$ cat config.mk
export PLATFORM = sky130hd
export DESIGN_NAME = pipe_ctrl_md
export DESIGN_NICKNAME = d
export VERILOG_FILES = /design/src/rtl/pipe_ctrl_md.sv
export SDC_FILE = /design/constraint.sdc
export NUM_CORES = 1
export LEC_CHECK = 0
export BUFFER_PORTS_ARGS = -buffer_cell sky130_fd_sc_hd__clkbuf_2
export CAP_MARGIN = 0
export CORE_UTILIZATION = 45
export DETAILED_ROUTE_END_ITERATION = 6
export PLACE_DENSITY = 0.83
export RECOVER_POWER = 25
export REMOVE_ABC_BUFFERS = 1
export SYNTH_ARGS = -nofsm -noshare
export SYNTH_HDL_FRONTEND = slang
export SYNTH_SLANG_ARGS = --single-unit
$ cat constraint.sdc
create_clock -name clk -period 2.8 [get_ports clk]
set_clock_uncertainty 0.2 [all_clocks]
set_input_delay 0.28 -clock clk [delete_from_list [all_inputs] [get_ports clk]]
set_output_delay 0.28 -clock clk [all_outputs]
set_load 0.01 [all_outputs]
$ cat src/rtl/pipe_ctrl_md.sv
// pipe_ctrl_md: RV32IM pipelined control unit. Decodes in Decode, carries control through the
// Execute/Memory/Writeback control registers, resolves conditional branches in Execute and
// sequences multi-cycle multiply/divide operations with a stall request to the hazard unit.
module pipe_ctrl_md #(
    parameter int unsigned MUL_CYCLES = 2,
    parameter int unsigned DIV_CYCLES = 33,
    parameter int unsigned ALUC_W     = 4
) (
    input  logic              clk,
    input  logic              reset,
    input  logic [6:0]        op,
    input  logic [2:0]        funct3,
    input  logic [6:0]        funct7,
    input  logic              ZeroE,
    input  logic              NegE,
    input  logic              OverflowE,
    input  logic              CarryE,
    input  logic              FlushE,
    input  logic              StallE,
    output logic [2:0]        ImmSrcD,
    output logic [ALUC_W-1:0] ALUControlE,
    output logic              ALUSrcAE,
    output logic [1:0]        ALUSrcBE,
    output logic              PCJalSrcE,
    output logic              PCSrcE,
    output logic              ResultSrcEb0,
    output logic              MdStartE,
    output logic [2:0]        MdOpE,
    output logic              MdStallReq,
    output logic              RegWriteM,
    output logic              MemWriteM,
    output logic [2:0]        MemWidthM,
    output logic              RegWriteW,
    output logic [1:0]        ResultSrcW
);

    localparam logic [6:0] OpLoad   = 7'b0000011;
    localparam logic [6:0] OpStore  = 7'b0100011;
    localparam logic [6:0] OpReg    = 7'b0110011;
    localparam logic [6:0] OpImm    = 7'b0010011;
    localparam logic [6:0] OpBranch = 7'b1100011;
    localparam logic [6:0] OpJal    = 7'b1101111;
    localparam logic [6:0] OpJalr   = 7'b1100111;
    localparam logic [6:0] OpLui    = 7'b0110111;
    localparam logic [6:0] OpAuipc  = 7'b0010111;
    localparam logic [6:0] MdFunct7 = 7'b0000001;

    localparam logic [3:0] AluAdd   = 4'd0;
    localparam logic [3:0] AluSub   = 4'd1;
    localparam logic [3:0] AluAnd   = 4'd2;
    localparam logic [3:0] AluOr    = 4'd3;
    localparam logic [3:0] AluXor   = 4'd4;
    localparam logic [3:0] AluSlt   = 4'd5;
    localparam logic [3:0] AluSltu  = 4'd6;
    localparam logic [3:0] AluSll   = 4'd7;
    localparam logic [3:0] AluSrl   = 4'd8;
    localparam logic [3:0] AluSra   = 4'd9;
    localparam logic [3:0] AluPassB = 4'd10;

    localparam int unsigned CntW = $clog2(DIV_CYCLES + 1);
    // Last counter value of each operation class (occupancy minus one).
    localparam logic [CntW-1:0] MulLast = CntW'(MUL_CYCLES - 1);
    localparam logic [CntW-1:0] DivLast = CntW'(DIV_CYCLES - 1);

    typedef struct packed {
        logic              regWrite;
        logic [1:0]        resultSrc;
        logic              memWrite;
        logic              jump;
        logic              branch;
        logic [ALUC_W-1:0] aluControl;
        logic              aluSrcA;
        logic [1:0]        aluSrcB;
        logic              pcJalSrc;
        logic [2:0]        funct3;
        logic              mdValid;
    } execCtrlT;

    typedef struct packed {
        logic       regWrite;
        logic       memWrite;
        logic [1:0] resultSrc;
        logic [2:0] funct3;
    } memCtrlT;

    typedef struct packed {
        logic       regWrite;
        logic [1:0] resultSrc;
    } wbCtrlT;

    typedef enum logic [1:0] {StIdle, StBusy, StDone} mdStateT;

    execCtrlT        ctrlD;
    execCtrlT        ctrlE;
    memCtrlT         ctrlM;
    wbCtrlT          ctrlW;
    logic [1:0]      aluOpD;
    logic            branchTaken;
    logic            holdE;
    logic [CntW-1:0] lastE;
    logic [CntW-1:0] mdCnt;
    mdStateT         mdState;

    function automatic logic [3:0] aluDecode(input logic [1:0] aluOp, input logic [2:0] f3,
                                             input logic f7b5, input logic opb5);
        logic [3:0] code;
        code = AluAdd;
        case (aluOp)
            2'b00:   code = AluAdd;
            2'b01:   code = AluSub;
            2'b11:   code = AluPassB;
            default: begin
                case (f3)
                    3'b000:  code = (f7b5 & opb5) ? AluSub : AluAdd;
                    3'b001:  code = AluSll;
                    3'b010:  code = AluSlt;
                    3'b011:  code = AluSltu;
                    3'b100:  code = AluXor;
                    3'b101:  code = f7b5 ? AluSra : AluSrl;
                    3'b110:  code = AluOr;
                    default: code = AluAnd;
                endcase
            end
        endcase
        return code;
    endfunction

    // Main and ALU decode of the Decode-stage instruction.
    always_comb begin
        ctrlD        = '0;
        ImmSrcD      = 3'b000;
        aluOpD       = 2'b00;
        ctrlD.funct3 = funct3;
        case (op)
            OpLoad: begin
                ctrlD.regWrite  = 1'b1;
                ctrlD.resultSrc = 2'b01;
                ctrlD.aluSrcB   = 2'b01;
            end
            OpStore: begin
                ctrlD.memWrite = 1'b1;
                ctrlD.aluSrcB  = 2'b01;
                ImmSrcD        = 3'b001;
            end
            OpReg: begin
                ctrlD.regWrite = 1'b1;
                if (funct7 == MdFunct7) begin
                    ctrlD.resultSrc = 2'b11;
                    ctrlD.mdValid   = 1'b1;
                end else begin
                    aluOpD = 2'b10;
                end
            end
            OpImm: begin
                ctrlD.regWrite = 1'b1;
                ctrlD.aluSrcB  = 2'b01;
                aluOpD         = 2'b10;
            end
            OpBranch: begin
                ctrlD.branch = 1'b1;
                ImmSrcD      = 3'b010;
                aluOpD       = 2'b01;
            end
            OpJal: begin
                ctrlD.regWrite  = 1'b1;
                ctrlD.resultSrc = 2'b10;
                ctrlD.jump      = 1'b1;
                ImmSrcD         = 3'b011;
            end
            OpJalr: begin
                ctrlD.regWrite  = 1'b1;
                ctrlD.resultSrc = 2'b10;
                ctrlD.jump      = 1'b1;
                ctrlD.pcJalSrc  = 1'b1;
                ctrlD.aluSrcB   = 2'b01;
            end
            OpLui: begin
                ctrlD.regWrite = 1'b1;
                ctrlD.aluSrcB  = 2'b01;
                ImmSrcD        = 3'b100;
                aluOpD         = 2'b11;
            end
            OpAuipc: begin
                ctrlD.regWrite = 1'b1;
                ctrlD.aluSrcA  = 1'b1;
                ctrlD.aluSrcB  = 2'b01;
                ImmSrcD        = 3'b100;
            end
            default: ;
        endcase
        ctrlD.aluControl = ALUC_W'(aluDecode(aluOpD, funct3, funct7[5], op[5]));
    end

    // Branch resolution from the a-b flags; CarryE high means no borrow.
    always_comb begin
        case (ctrlE.funct3)
            3'b000:  branchTaken = ZeroE;
            3'b001:  branchTaken = ~ZeroE;
            3'b100:  branchTaken = NegE ^ OverflowE;
            3'b101:  branchTaken = ~(NegE ^ OverflowE);
            3'b110:  branchTaken = ~CarryE;
            3'b111:  branchTaken = CarryE;
            default: branchTaken = 1'b0;
        endcase
        PCSrcE = ctrlE.jump | (ctrlE.branch & branchTaken);
    end

    assign lastE = ctrlE.funct3[2] ? DivLast : MulLast;

    // A new M-ext op starts in Idle; Done marks a finished op parked behind an external stall.
    always_comb begin
        MdStartE   = (mdState == StIdle) & ctrlE.mdValid;
        MdStallReq = ctrlE.mdValid & (((mdState == StIdle) & (lastE != '0)) |
                                      ((mdState == StBusy) & (mdCnt < lastE)));
        holdE      = StallE | MdStallReq;
    end

    // Multiply/divide sequencer: counts Execute occupancy of the current M-ext instruction.
    always_ff @(posedge clk) begin
        if (reset || FlushE) begin
            mdState <= StIdle;
            mdCnt   <= '0;
        end else begin
            case (mdState)
                StIdle: begin
                    if (ctrlE.mdValid) begin
                        if (lastE == '0) begin
                            if (StallE) mdState <= StDone;
                        end else begin
                            mdState <= StBusy;
                            mdCnt   <= CntW'(1);
                        end
                    end
                end
                StBusy: begin
                    if (mdCnt < lastE) begin
                        mdCnt <= mdCnt + 1'b1;
                    end else begin
                        mdCnt   <= '0;
                        mdState <= StallE ? StDone : StIdle;
                    end
                end
                StDone: begin
                    if (!StallE) mdState <= StIdle;
                end
                default: begin
                    mdState <= StIdle;
                    mdCnt   <= '0;
                end
            endcase
        end
    end

    // Execute control register: flush bubbles, hold keeps the instruction in place.
    always_ff @(posedge clk) begin
        if (reset) begin
            ctrlE <= '0;
        end else if (FlushE) begin
            ctrlE <= '0;
        end else if (!holdE) begin
            ctrlE <= ctrlD;
        end
    end

    // Memory control register: a held Execute stage sends a bubble downstream.
    always_ff @(posedge clk) begin
        if (reset || holdE) begin
            ctrlM <= '0;
        end else begin
            ctrlM <= '{regWrite:  ctrlE.regWrite,
                       memWrite:  ctrlE.memWrite,
                       resultSrc: ctrlE.resultSrc,
                       funct3:    ctrlE.funct3};
        end
    end

    // Writeback control register follows Memory every cycle.
    always_ff @(posedge clk) begin
        if (reset) begin
            ctrlW <= '0;
        end else begin
            ctrlW <= '{regWrite: ctrlM.regWrite, resultSrc: ctrlM.resultSrc};
        end
    end

    assign ALUControlE  = ctrlE.aluControl;
    assign ALUSrcAE     = ctrlE.aluSrcA;
    assign ALUSrcBE     = ctrlE.aluSrcB;
    assign PCJalSrcE    = ctrlE.pcJalSrc;
    assign ResultSrcEb0 = ctrlE.resultSrc[0];
    assign MdOpE        = ctrlE.mdValid ? ctrlE.funct3 : 3'b000;
    assign RegWriteM    = ctrlM.regWrite;
    assign MemWriteM    = ctrlM.memWrite;
    assign MemWidthM    = ctrlM.funct3;
    assign RegWriteW    = ctrlW.regWrite;
    assign ResultSrcW   = ctrlW.resultSrc;

endmodule

Word level (Yosys, flattened, before mapping)
Cells that the tools add are included.

storage, ports and cells
  register bits after elaboration = 36
  bits in latches = 0
  RAM bits = 0
  ROM bits = 0
  input bits = 25
  output and inout port bits = 26
  logic and storage cells = 112
  memories kept = 0

cells by class
  $add $sub $neg = 1
  multiply operators = 0
  div/mod/pow operators = 0
  magnitude comparators = 1
  equality and inequality tests = 30
  shift-type cells = 0
  multiplexer cells = 32
  bitwise operators = 14
  reductions and logical operators = 15

operator list
  cell                 count
  $pmux 4 s7           1
  $mux 6               4
  $eq 3x3->1 const B   7
  $eq 7x6->1 const B   3
  $eq 7x7->1 const B   3
  $pmux 6 s3           1
  $mux 2               8
  $eq 7x5->1 const B   2
  $pmux 2 s3           2
  $pmux 3 s4           1
  $pmux 4 s3           1
  $mux 1               11
  $ne 2x2->1 const B   4
  $pmux 2 s4           1
  $eq 7x1->1 const B   1
  $eq 7x2->1 const B   1
  $reduce_or 7->1      1
  $add 6x1->6 const B  1
  $and 1x1->1          6
  $eq 3x1->1 const B   2
  $eq 3x2->1 const B   2
  $logic_not 3->1      2
  $logic_not 6->1      1
  $lt 6x6->1           1
  15 further kinds     26

Logic depth before layout (Yosys ltp)
Gate-level depths: netlist (run 1).

  depth after elaboration = 7
  gate-level depth with buffers = 8
  gate-level depth less buffers = 6

Worst setup path before layout (run 1)
No wires, ideal clock.

  path kind = register -> register
  from = reg ctrlE[3] (netlist name)
  to = reg ctrlE (netlist bit ResultSrcEb0)
  setup time = 128 ps
  data arrival time = 1683 ps
  data required time = 2472 ps
  path slack = 789 ps
  cell stages (with the launch flop) = 9
  period minus slack after synthesis = 2011 ps
  cells stage by stage = dfxtp_1 > inv_1 > ha_1 > nor3b_1 > a221oi_2 > buf_6 > buf_6 > mux2i_1 > nor2_1

on the way
  cells in the longest elaborated chain, start to end = 6

ends and longest elaborated chain
  element                                          line      text
  from (decl)                                      94        execCtrlT ctrlE;
  from (signal assigned)                           261       ctrlE <= ctrlD;
  $mux 6 *                                         208       assign lastE = ctrlE.funct3[2] ? DivLast : MulLast;
  $lt 6x6->1 or $reduce_bool 6->1 (tied branches)  214, 213
  $and 1x1->1 (on tied branches)                   214, 213
  $or 1x1->1 *                                     213       MdStallReq = ctrlE.mdValid & (((mdState == StIdle) & (lastE != '0)) |
  $and 1x1->1 *                                    213
  $or 1x1->1 *                                     215       holdE = StallE | MdStallReq;

Every way passes the cells marked *; elsewhere a longest branch is shown, timed or not.
A chain may end at the register's enable or synchronous reset.

Worst setup path after layout (run 1)
  from = reg ctrlE[3] (netlist name)
  to = out MdStallReq

on the way
  cells in the longest elaborated chain, start to end = 5

ends and longest elaborated chain
  element                                          line      text
  $mux 6 *                                         208
  $lt 6x6->1 or $reduce_bool 6->1 (tied branches)  214, 213
  $and 1x1->1 (on tied branches)                   214, 213
  $or 1x1->1 *                                     213
  $and 1x1->1 *                                    213
  to (decl)                                        29        output logic MdStallReq,

Marked as above.

==> results of run 1 <==
[stage by stage]
stage	hold WS (ns)	cell area (µm²)
2_1_floorplan	0.1516	1653
3_3_place_gp	0.2191	1984
3_5_place_dp	0.2204	1984
4_1_cts	0.06454	2117
5_1_grt	0.07511	2102
6_report	0.06506	2102
[state kept, by name, indices dropped and copies added, names as in the netlist]
register / flops
ALUSrcAE: 1
MemWriteM: 1
mdCnt: 6
ctrlE: 9
ResultSrcW: 2
PCJalSrcE: 1
ResultSrcEb0: 1
MemWidthM: 3
mdState: 2
ALUControlE: 4
ctrlM: 2
RegWriteM: 1
ALUSrcBE: 1
RegWriteW: 1
[layout by cell type (no fill, tap or decap), types with 4 or more instances in the layout]
| master | netlist | layout |
|---|---|---|
| a21oi_1 | 13 | 13 |
| and2_1 | 9 | 9 |
| clkbuf_1 | 3 | 13 |
| clkbuf_2 | 0 | 37 |
| clkbuf_8 | 0 | 5 |
| dfxtp_1 | 35 | 35 |
| inv_1 | 5 | 5 |
| mux2i_1 | 8 | 8 |
| nand2_1 | 15 | 15 |
| nand3b_1 | 4 | 4 |
| nor2_1 | 29 | 29 |
| nor2b_1 | 6 | 6 |
| nor3_1 | 4 | 4 |
| o21ai_0 | 10 | 10 |
| or2_2 | 4 | 4 |
| xnor2_1 | 5 | 5 |
[area by class of cell]
cell class | instances | area, µm² | area share [%]
inverter | 5 | 18.77 | 0.8929
timing repair buffer | 51 | 245.2 | 11.67
tap | 48 | 60.06 | 2.857
clock buffer | 6 | 72.57 | 3.452
multi-input combinational | 150 | 944.7 | 44.94
sequential | 35 | 700.7 | 33.33
clock inverter | 2 | 60.06 | 2.857
[layer usage]
layer	share of wire (%)	routed length, µm	vias up	GRT usage (%)
met5	0	0	-	0
met4	1.4	53	0	7.880
met3	8.0	291	8	7.746
met2	46	1699	57	32.42
met1	44	1611	690	22.13
li1	-	-	777	-
[logic make-up (layout without fill, tap and decap cells)]
kind of cell / count (synthesis) / after routing / synth area share, %
AOI/OAI and AO/OA: 35 / 35 / 12.23
xor gates and xnor gates: 8 / 8 / 3.914
adders and majority gates: 2 / 2 / 1.397
buffers and inverters: 22 / 64 / 8.735
DFF: 35 / 35 / 39.13
muxes: 9 / 9 / 5.101
other: 1 / 1 / 0.2094
and+or+nand+nor: 95 / 95 / 29.28
[path summary, 6_finish.rpt]
| check | from | to | slack (ns) | cells past startpoint |
|---|---|---|---|---|
| setup / recovery | ctrlE[3] | MdStallReq | 0.36 | 6 |
| hold reg to reg | ctrlM[4] | ResultSrcW[1] | 0.23 | 1 |
| setup reg to reg | ctrlE[3] | MemWidthM[1] | 0.49 | 7 |
| hold / removal | reset | ResultSrcW[1] | 0.07 | 2 |
[report_power, final]
part	switching [mW]	internal [mW]	total, mW	leakage (nW)
clock	0.183	0.356	0.539	0.0654
sequential	0.00285	0.501	0.504	0.282
combinational	0.0476	0.0375	0.0851	0.521
==> results.tsv, run 1 <==
stage	metric	value	unit
cts	tritoncts	done	
floorplanning	die_area	4235	µm²
yosys	synthArstFlopShare	0	%
finish	fill_cells	378	
timing	fmax	410.2	MHz
setup_path	critPathBufInv	2	
global_routing	grt_pass1_wl	6.313	mm
finish	layout.cells.non_filler	297	
place	routabilityCongestion	0.8320	
setup_path	crit_required	2.32	ns
finish	final_layout_size_suffix_gt1_share	22.49	%
finish	utilization	56.15	%
floorplanning	rows	22	
timing	setup_viol	0	
cts	clockBufferDepth	2	
cts	hold_buffers	0	
route	first_iter_violations	62	
timing	slew_violations	0	
floorplanning	die_h	65.08	µm
cts	path_clk_slew	0.07	ns
route	first_pass_iters	4	
yosys	synth_area_leaders	dfxtp_1 (39%), nor2_1 (6.1%), mux2i_1 (4.5%), buf_4 (3.8%), a21oi_1 (3.6%)	
cts	cts_buffers	5	
global_routing	grt_max_degree	19	
floorplanning	start_util	47.83	%
route	drcViolationCount	0	
yosys	syn_area	1790	µm²
cts	clkLatencyLatePin	0.29	ns
floorplanning	fp.dieW	65.08	µm
timing	fin_crit_sh	87.06	%
power	finalPower	1.127	mW
yosys	synth_common_cells	dfxtp_1 (35), nor2_1 (29), nand2_1 (15)	
hold_path	hold_class	primary input to flip-flop	
global_routing	grt-ovfl-total	0	
outcome	status	complete, no violations	
setup_path	cp_top_family	compound AO/OA/AOI/OAI gates	
place	dpl.cell_count	289	
cts	post_cts.repair.setup_buffers	0	
route	wl_per_cell	12.31	µm
route	drt-vias-per-instance	5.158	
yosys	yosysSeqAreaShare	39.13	%
global_routing	grt_pass1_vias	1426	
global_routing	antenna_found_initial	0	
setup_path	cpPeakStageDelay	0.42	ns
timing	slew_headroom	62.32	%
yosys	synth_top_area_share	39.13	%
power	p_leak	0.8687	nW
setup_path	path_cells	inv_1 -> ha_1 -> or2_1 -> a21oi_1 -> o21a_1 -> clkbuf_2	
setup_path	cp_slowest_cell	dfxtp_1	
yosys	synth_cells	207	
cts	cts_sinks	35	
floorplanning	core_area	3744	µm²
route	wl	3.656	mm
setup_path	start_kind	flip-flop	
timing	rsz0062_at_grt	no	
yosys	ys_ff_latch	35	
yosys	syn_area_per_cell	8.650	µm²
yosys	ys.flop_type	dfxtp_1	
route	ant_nets	0	
route	vias	1532	
timing	worst_slew_pin_slew	0.5593	ns
timing	fin_setup_tns	0	ns
setup_path	cp-end-kind	primary output	
yosys	synth_most_common_cell	dfxtp_1	
yosys	ys_warn_count	0	
finish	insertedDiodeCount	0	
timing	min_period	2.438	ns
yosys	ys_types	44	
timing	hold_violations	0	
setup_path	arrival	1.96	ns
finish	areaGrowthSynthToFinish	17.40	%
yosys	synth_top_area_cell	dfxtp_1	
power	powerDensity	536.3	nW/µm²
finish	layout.nets	275	
place	pre_cts_ws	0.4806	ns
setup_path	path_max_fanout	7	
setup_path	crit_type	flip-flop to primary output	
timing	layout_setup_ws	0.3622	ns
global_routing	grt_use_total	19.50	%
yosys	synth_edf_count	0	
power	peakVddDrop	0.2032	mV
cts	ctsRootBufferMaster	clkbuf_8	
floorplanning	io_pins	51	
cts	cts-resized-gates	0	
run	drv_cap	0	
place	io_buffers	49	
place	dpl.hpwl	2.837	mm
cts	cts_max_level	2	
Power figures use the tool's default switching activity.
==> inputs of run 2 (changes only) <==
- CORE_ASPECT_RATIO: not set -> 0.7
==> results.tsv, run 2 (synthesis gave the netlist of run 1 again) <==
stage	metric	value	unit	change
global_routing	grt_use_total	18.70	%	-0.81 points
timing	worst_slew_pin_slew	0.5947	ns	+0.03540 ns
cts	tritoncts	done		
route	first_iter_violations	64		+3.2%
timing	slew_headroom	59.94	%	-2.4 points
floorplanning	rows	18		-18%
setup_path	crit_required	2.32	ns	about the same
timing	hold_violations	0		unchanged
timing	rsz0062_at_grt	no		
setup_path	start_kind	flip-flop		
route	dr.max_layer_used	met4		
finish	final_layout_size_suffix_gt1_share	21.77	%	-0.72 points
power	p_leak	0.8406	nW	-3.2%
floorplanning	core_area	3671	µm²	-1.9%
hold_path	holdPathEnd	ResultSrcW[1]		
cts	cts_max_level	2		unchanged
finish	final_common_cell	clkbuf_2		
power	peakVddDrop	0.2395	mV	+18%
route	wl	3.787	mm	+3.6%
finish	largest_reg_flops	9		unchanged
floorplanning	start_util	48.77	%	+0.95 points
global_routing	grt_max_degree	20		+1
setup_path	reg2reg_from	ctrlE[3]		
power	seqPwrFrac	54.0	%	+9.3 points
route	m1WireLength	1.878	mm	+17%
finish	areaGrowthSynthToFinish	14.26	%	
floorplanning	fp.dieW	77.39	µm	+19%
floorplanning	io_pins	51		unchanged
cts	hold_buffers	0		unchanged
timing	setup_viol	0		unchanged
timing	slew_violations	0		unchanged
global_routing	grt-ovfl-total	0		unchanged
power	powerDensity	456.3	nW/µm²	-15%
route	drcViolationCount	0		unchanged
power	finalPower	0.9335	mW	-17%
timing	fmax	414.1	MHz	+0.96%
finish	insertedDiodeCount	0		unchanged
place	dpl.hpwl	2.882	mm	+1.6%
route	drt-vias-per-instance	5.077		-1.6%
setup_path	arrival	1.93	ns	-0.03 ns
setup_path	rr_endpoint	MemWidthM[0]		
global_routing	grt_pass1_vias	1282		-10%
finish	layout.nets	274		-0.36%
route	met2WireLength	1.582	mm	-6.9%
setup_path	rr_worst_depth	7		unchanged
floorplanning	die_area	4239	µm²	+0.10%
finish	fill_cells	356		-5.8%
floorplanning	die_h	54.78	µm	-16%
timing	hold_ws	0.07088	ns	+0.005820 ns
place	io_buffers	49		unchanged
setup_path	path_max_fanout	7		unchanged
timing	fin_crit_sh	86.24	%	-0.83 points
global_routing	antenna_found_initial	0		unchanged
finish	layout_common_cells	clkbuf_2 (37), dfxtp_1 (35), nor2_1 (29)		
cts	cts_sinks	35		unchanged
global_routing	grt_pass1_wl	5.844	mm	-7.4%
setup_path	cp-end-kind	primary output		
cts	cts_buffers	5		unchanged
route	wl_per_cell	12.71	µm	+3.2%
power	p_sw	0.2215	mW	-5.0%
setup_path	r2r_setup_slack	0.39	ns	-0.10 ns
hold_path	hp-start	reset		
power	power.internal	0.7120	mW	-20%
outcome	status	complete, no violations		
place	routabilityCongestion	0.8887		+6.8%
cts	post_cts.repair.setup_buffers	0		unchanged
hold_path	holdPathStages	2		unchanged
cts	clkLatencyLatePin	0.29	ns	about the same
timing	min_period	2.415	ns	-0.02315 ns
cts	clockBufferDepth	2		unchanged
route	wl_met3	275	µm	-5.5%
hold_path	hold_class	primary input to flip-flop		
power	pwr-share-clk	36.9	%	-11 points
run	drv_cap	0		unchanged
power	combPwrFrac	9.1	%	+1.6 points
cts	path_clk_slew	0.07	ns	about the same
finish	largest_register	ctrlE		
setup_path	crit_type	flip-flop to primary output		
route	ant_nets	0		unchanged
power	power_switching_share	23.73	%	+3.0 points
timing	fin_setup_tns	0	ns	unchanged
route	vias	1513		-1.2%
cts	cts-resized-gates	0		unchanged
route	first_pass_iters	4		unchanged
cts	ctsRootBufferMaster	clkbuf_8		
## run 2: cell type report
cell class / count / area, µm² / share of cell area (%)
timing repair buffer: 50 / 237.7 / 11.62
clock inverter: 1 / 5.005 / 0.2446
tap: 50 / 62.56 / 3.058
clock buffer: 7 / 76.32 / 3.731
sequential: 35 / 700.7 / 34.25
inverter: 5 / 18.77 / 0.9174
multi-input combinational: 150 / 944.7 / 46.18
## run 2: critical path: stages (launching register included)
cell and delay [ns]:
dfxtp_1 0.43, inv_1 0.09, ha_1 0.20, or2_1 0.28
a21oi_1 0.33, o21a_1 0.19, clkbuf_2 0.12
## run 2: how the worst max path moves through the flow
| stage | startpoint | endpoint | slack (ns) | cells after the start |
|---|---|---|---|---|
| 6_report | ctrlE[3] | MdStallReq | 0.39 | 6 |
| 5_1_grt | ctrlE[3] | ctrlE[16] | 0.23 | 7 |
| 4_1_cts | ctrlE[3] | MdStallReq | 0.37 | 6 |
| 3_5_place_dp | ctrlE[3] | ctrlE[1] | 0.43 | 7 |
| 3_3_place_gp | ctrlE[3] | ALUControlE[3] | 0.47 | 7 |
| 2_1_floorplan | ctrlE[3] | MemWidthM[0] | 0.03 | 6 |
## run 2: routing by layer
layer / GRT usage, % / vias to the layer above
li1: - / 775
met1: 24.65 / 669
met2: 28.32 / 61
met3: 6.167 / 8
met4: 7.862 / 0
met5: 0 / -
## run 2: per-stage QoR
stage / util [%] / instances / cell area, µm² / setup slack, ns
6_report: 55.73 / 298 / 2046 / 0.3854
5_1_grt: 55.73 / 298 / 2046 / 0.2273
4_1_cts: 56.14 / 298 / 2061 / 0.3724
3_5_place_dp: 53.92 / 290 / 1979 / 0.4305
3_3_place_gp: 53.92 / 290 / 1979 / 0.4667
2_1_floorplan: - / 190 / 1653 / 0.03392
## run 2: power groups by stage
| stage | Clock, mW | Sequential [mW] | Combinational [mW] |
|---|---|---|---|
| after floorplan | 0 | 0.515 | 0.0439 |
| after global placement | 0 | 0.516 | 0.0825 |
| after detailed placement | 0 | 0.515 | 0.0846 |
| after CTS | 0.352 | 0.504 | 0.0851 |
| after global routing | 0.373 | 0.504 | 0.0940 |
| final | 0.344 | 0.504 | 0.0851 |
==> inputs of run 3 (changes only) <==
- CTS_BUF_LIST: not set -> sky130_fd_sc_hd__clkbuf_16
- SLEW_MARGIN: not set -> 20
==> results.tsv, run 3 (synthesis gave the netlist of run 1 again) <==
stage	metric	value	unit	change
global_routing	grt_pass1_wl	5.906	mm	+1.1%
route	wl_per_cell	12.77	µm	+0.50%
setup_path	cpPeakStageDelay	0.43	ns	about the same
run	drv_cap	0		unchanged
route	vias	1518		+0.33%
floorplanning	die_area	4239	µm²	unchanged
hold_path	holdPathStages	2		unchanged
timing	min_period	2.416	ns	+0.001569 ns
cts	clkLatencyLatePin	0.28	ns	about the same
outcome	status	complete, no violations		
timing	fin_setup_tns	0	ns	unchanged
setup_path	arrival	1.94	ns	about the same
timing	hold_violations	0		unchanged
floorplanning	rows	18		unchanged
setup_path	reg2reg_from	ctrlE[3]		
finish	largest_reg_flops	9		unchanged
route	drcViolationCount	0		unchanged
place	io_buffers	49		unchanged
global_routing	antenna_found_initial	0		unchanged
timing	slew_violations	0		unchanged
setup_path	cp_slowest_cell	dfxtp_1		
floorplanning	fp.dieW	77.39	µm	unchanged
finish	insertedDiodeCount	0		unchanged
setup_path	path_max_fanout	7		unchanged
hold_path	hold_class	primary input to flip-flop		
finish	layout.nets	274		unchanged
setup_path	crit_type	flip-flop to primary output		
hold_path	holdPathEnd	ResultSrcW[1]		
finish	final_common_cell	clkbuf_2		
cts	path_clk_slew	0.05	ns	-0.02 ns
cts	tritoncts	done		
timing	worst_slew_pin_slew	0.5900	ns	-0.004666 ns
route	wl	3.806	mm	+0.50%
power	powerDensity	525.3	nW/µm²	+15%
cts	hold_buffers	0		unchanged
setup_path	start_kind	flip-flop		
global_routing	grt_use_total	19.04	%	+0.34 points
place	routabilityCongestion	0.8887		unchanged
finish	utilization	57.26	%	+1.5 points
place	dpl.hpwl	2.882	mm	unchanged
route	first_iter_violations	81		+27%
setup_path	rr_worst_depth	7		unchanged
route	ant_nets	0		unchanged
timing	rsz0062_at_grt	no		
setup_path	critPathLaunch	ctrlE[3]		
global_routing	grt_max_degree	20		unchanged
floorplanning	io_pins	51		unchanged
setup_path	path_cells	inv_1 -> ha_1 -> or2_1 -> a21oi_1 -> o21a_1 -> clkbuf_2		
finish	areaGrowthSynthToFinish	17.40	%	
hold_path	hp-start	reset		
global_routing	grt_pass1_vias	1269		-1.0%
cts	clockBufferDepth	2		unchanged
cts	cts_sinks	35		unchanged
floorplanning	die_h	54.78	µm	unchanged
setup_path	r2r_setup_slack	0.39	ns	about the same
finish	fill_cells	348		-2.2%
timing	setup_viol	0		unchanged
route	drt-vias-per-instance	5.094		+0.33%
finish	largest_register	ctrlE		
cts	cts_max_level	2		unchanged
finish	layout_common_cells	clkbuf_2 (37), dfxtp_1 (35), nor2_1 (29)		
cts	cts_buffers	5		unchanged
setup_path	crit_required	2.32	ns	about the same
finish	final_layout_size_suffix_gt1_share	21.77	%	unchanged
floorplanning	start_util	48.77	%	unchanged
floorplanning	core_area	3671	µm²	unchanged
cts	post_cts.repair.setup_buffers	0		unchanged
timing	fmax	413.9	MHz	about the same
global_routing	grt-ovfl-total	0		unchanged
timing	slew_headroom	60.25	%	+0.31 points
cts	ctsRootBufferMaster	clkbuf_16		
route	first_pass_iters	4		unchanged
setup_path	cp-end-kind	primary output		
power	p_leak	0.8746	nW	+4.0%
setup_path	rr_endpoint	ResultSrcEb0		
timing	fin_crit_sh	86.29	%	about the same
cts	cts-resized-gates	0		unchanged
power	peakVddDrop	0.3491	mV	+46%
run 3: cell count changes in the layout (fill, tap and decap cells not counted), sizes merged:
cell and delta:
clkbuf -2, inv +2
run 3: routing by layer:
layer | track usage, % | part of all wire, %
met5 | 0 | 0
met3 | 7.333 | 7.7
met2 | 28.76 | 41
met1 | 24.95 | 50
met4 | 6.604 | 1.3
run 3: power breakdown:
part,internal (mW),leakage [nW],switching (mW)
sequential,0.502,0.282,0.00315
clock,0.321,0.0762,0.194
combinational,0.0367,0.516,0.0482
run 3: layout make-up:
| class | count | area, µm² | share of cell area (%) |
|---|---|---|---|
| clock buffers | 5 | 125.1 | 5.952 |
| clock inverters | 3 | 12.51 | 0.5952 |
| inverters | 5 | 18.77 | 0.8929 |
| multi-input cells | 150 | 944.7 | 44.94 |
| flip-flops and latches | 35 | 700.7 | 33.33 |
| well taps | 50 | 62.56 | 2.976 |
| repair buffers | 50 | 237.7 | 11.31 |
run 3: worst max-delay path by stage:
| stage | end | depth (start not counted) |
|---|---|---|
| 6_report | MdStallReq | 6 |
| 5_1_grt | ctrlE[16] | 7 |
| 4_1_cts | MdStallReq | 6 |
| 3_5_place_dp | ctrlE[1] | 7 |
| 3_3_place_gp | ALUControlE[3] | 7 |
| 2_1_floorplan | MemWidthM[0] | 6 |
run 3: worst max-delay path, delay by kind of cell (launching register included):
family,cells,cell delay [ns]
fa+ha+maj,1,0.20
flops,1,0.43
compound gates,2,0.53
simple gates,1,0.28
buf+inv,2,0.21
run 3: per-stage QoR:
step	cells	hold slack, ns	total power [mW]	cell area [µm²]	setup slack, ns
after floorplan	190	0.1516	0.5591	1653	0.03392
after global placement	290	0.2183	0.5980	1979	0.4667
after detailed placement	290	0.2220	0.6001	1979	0.4305
after CTS	298	0.07694	1.113	2117	0.3753
after global routing	298	0.08965	1.146	2102	0.2214
final	298	0.07681	1.104	2102	0.3838
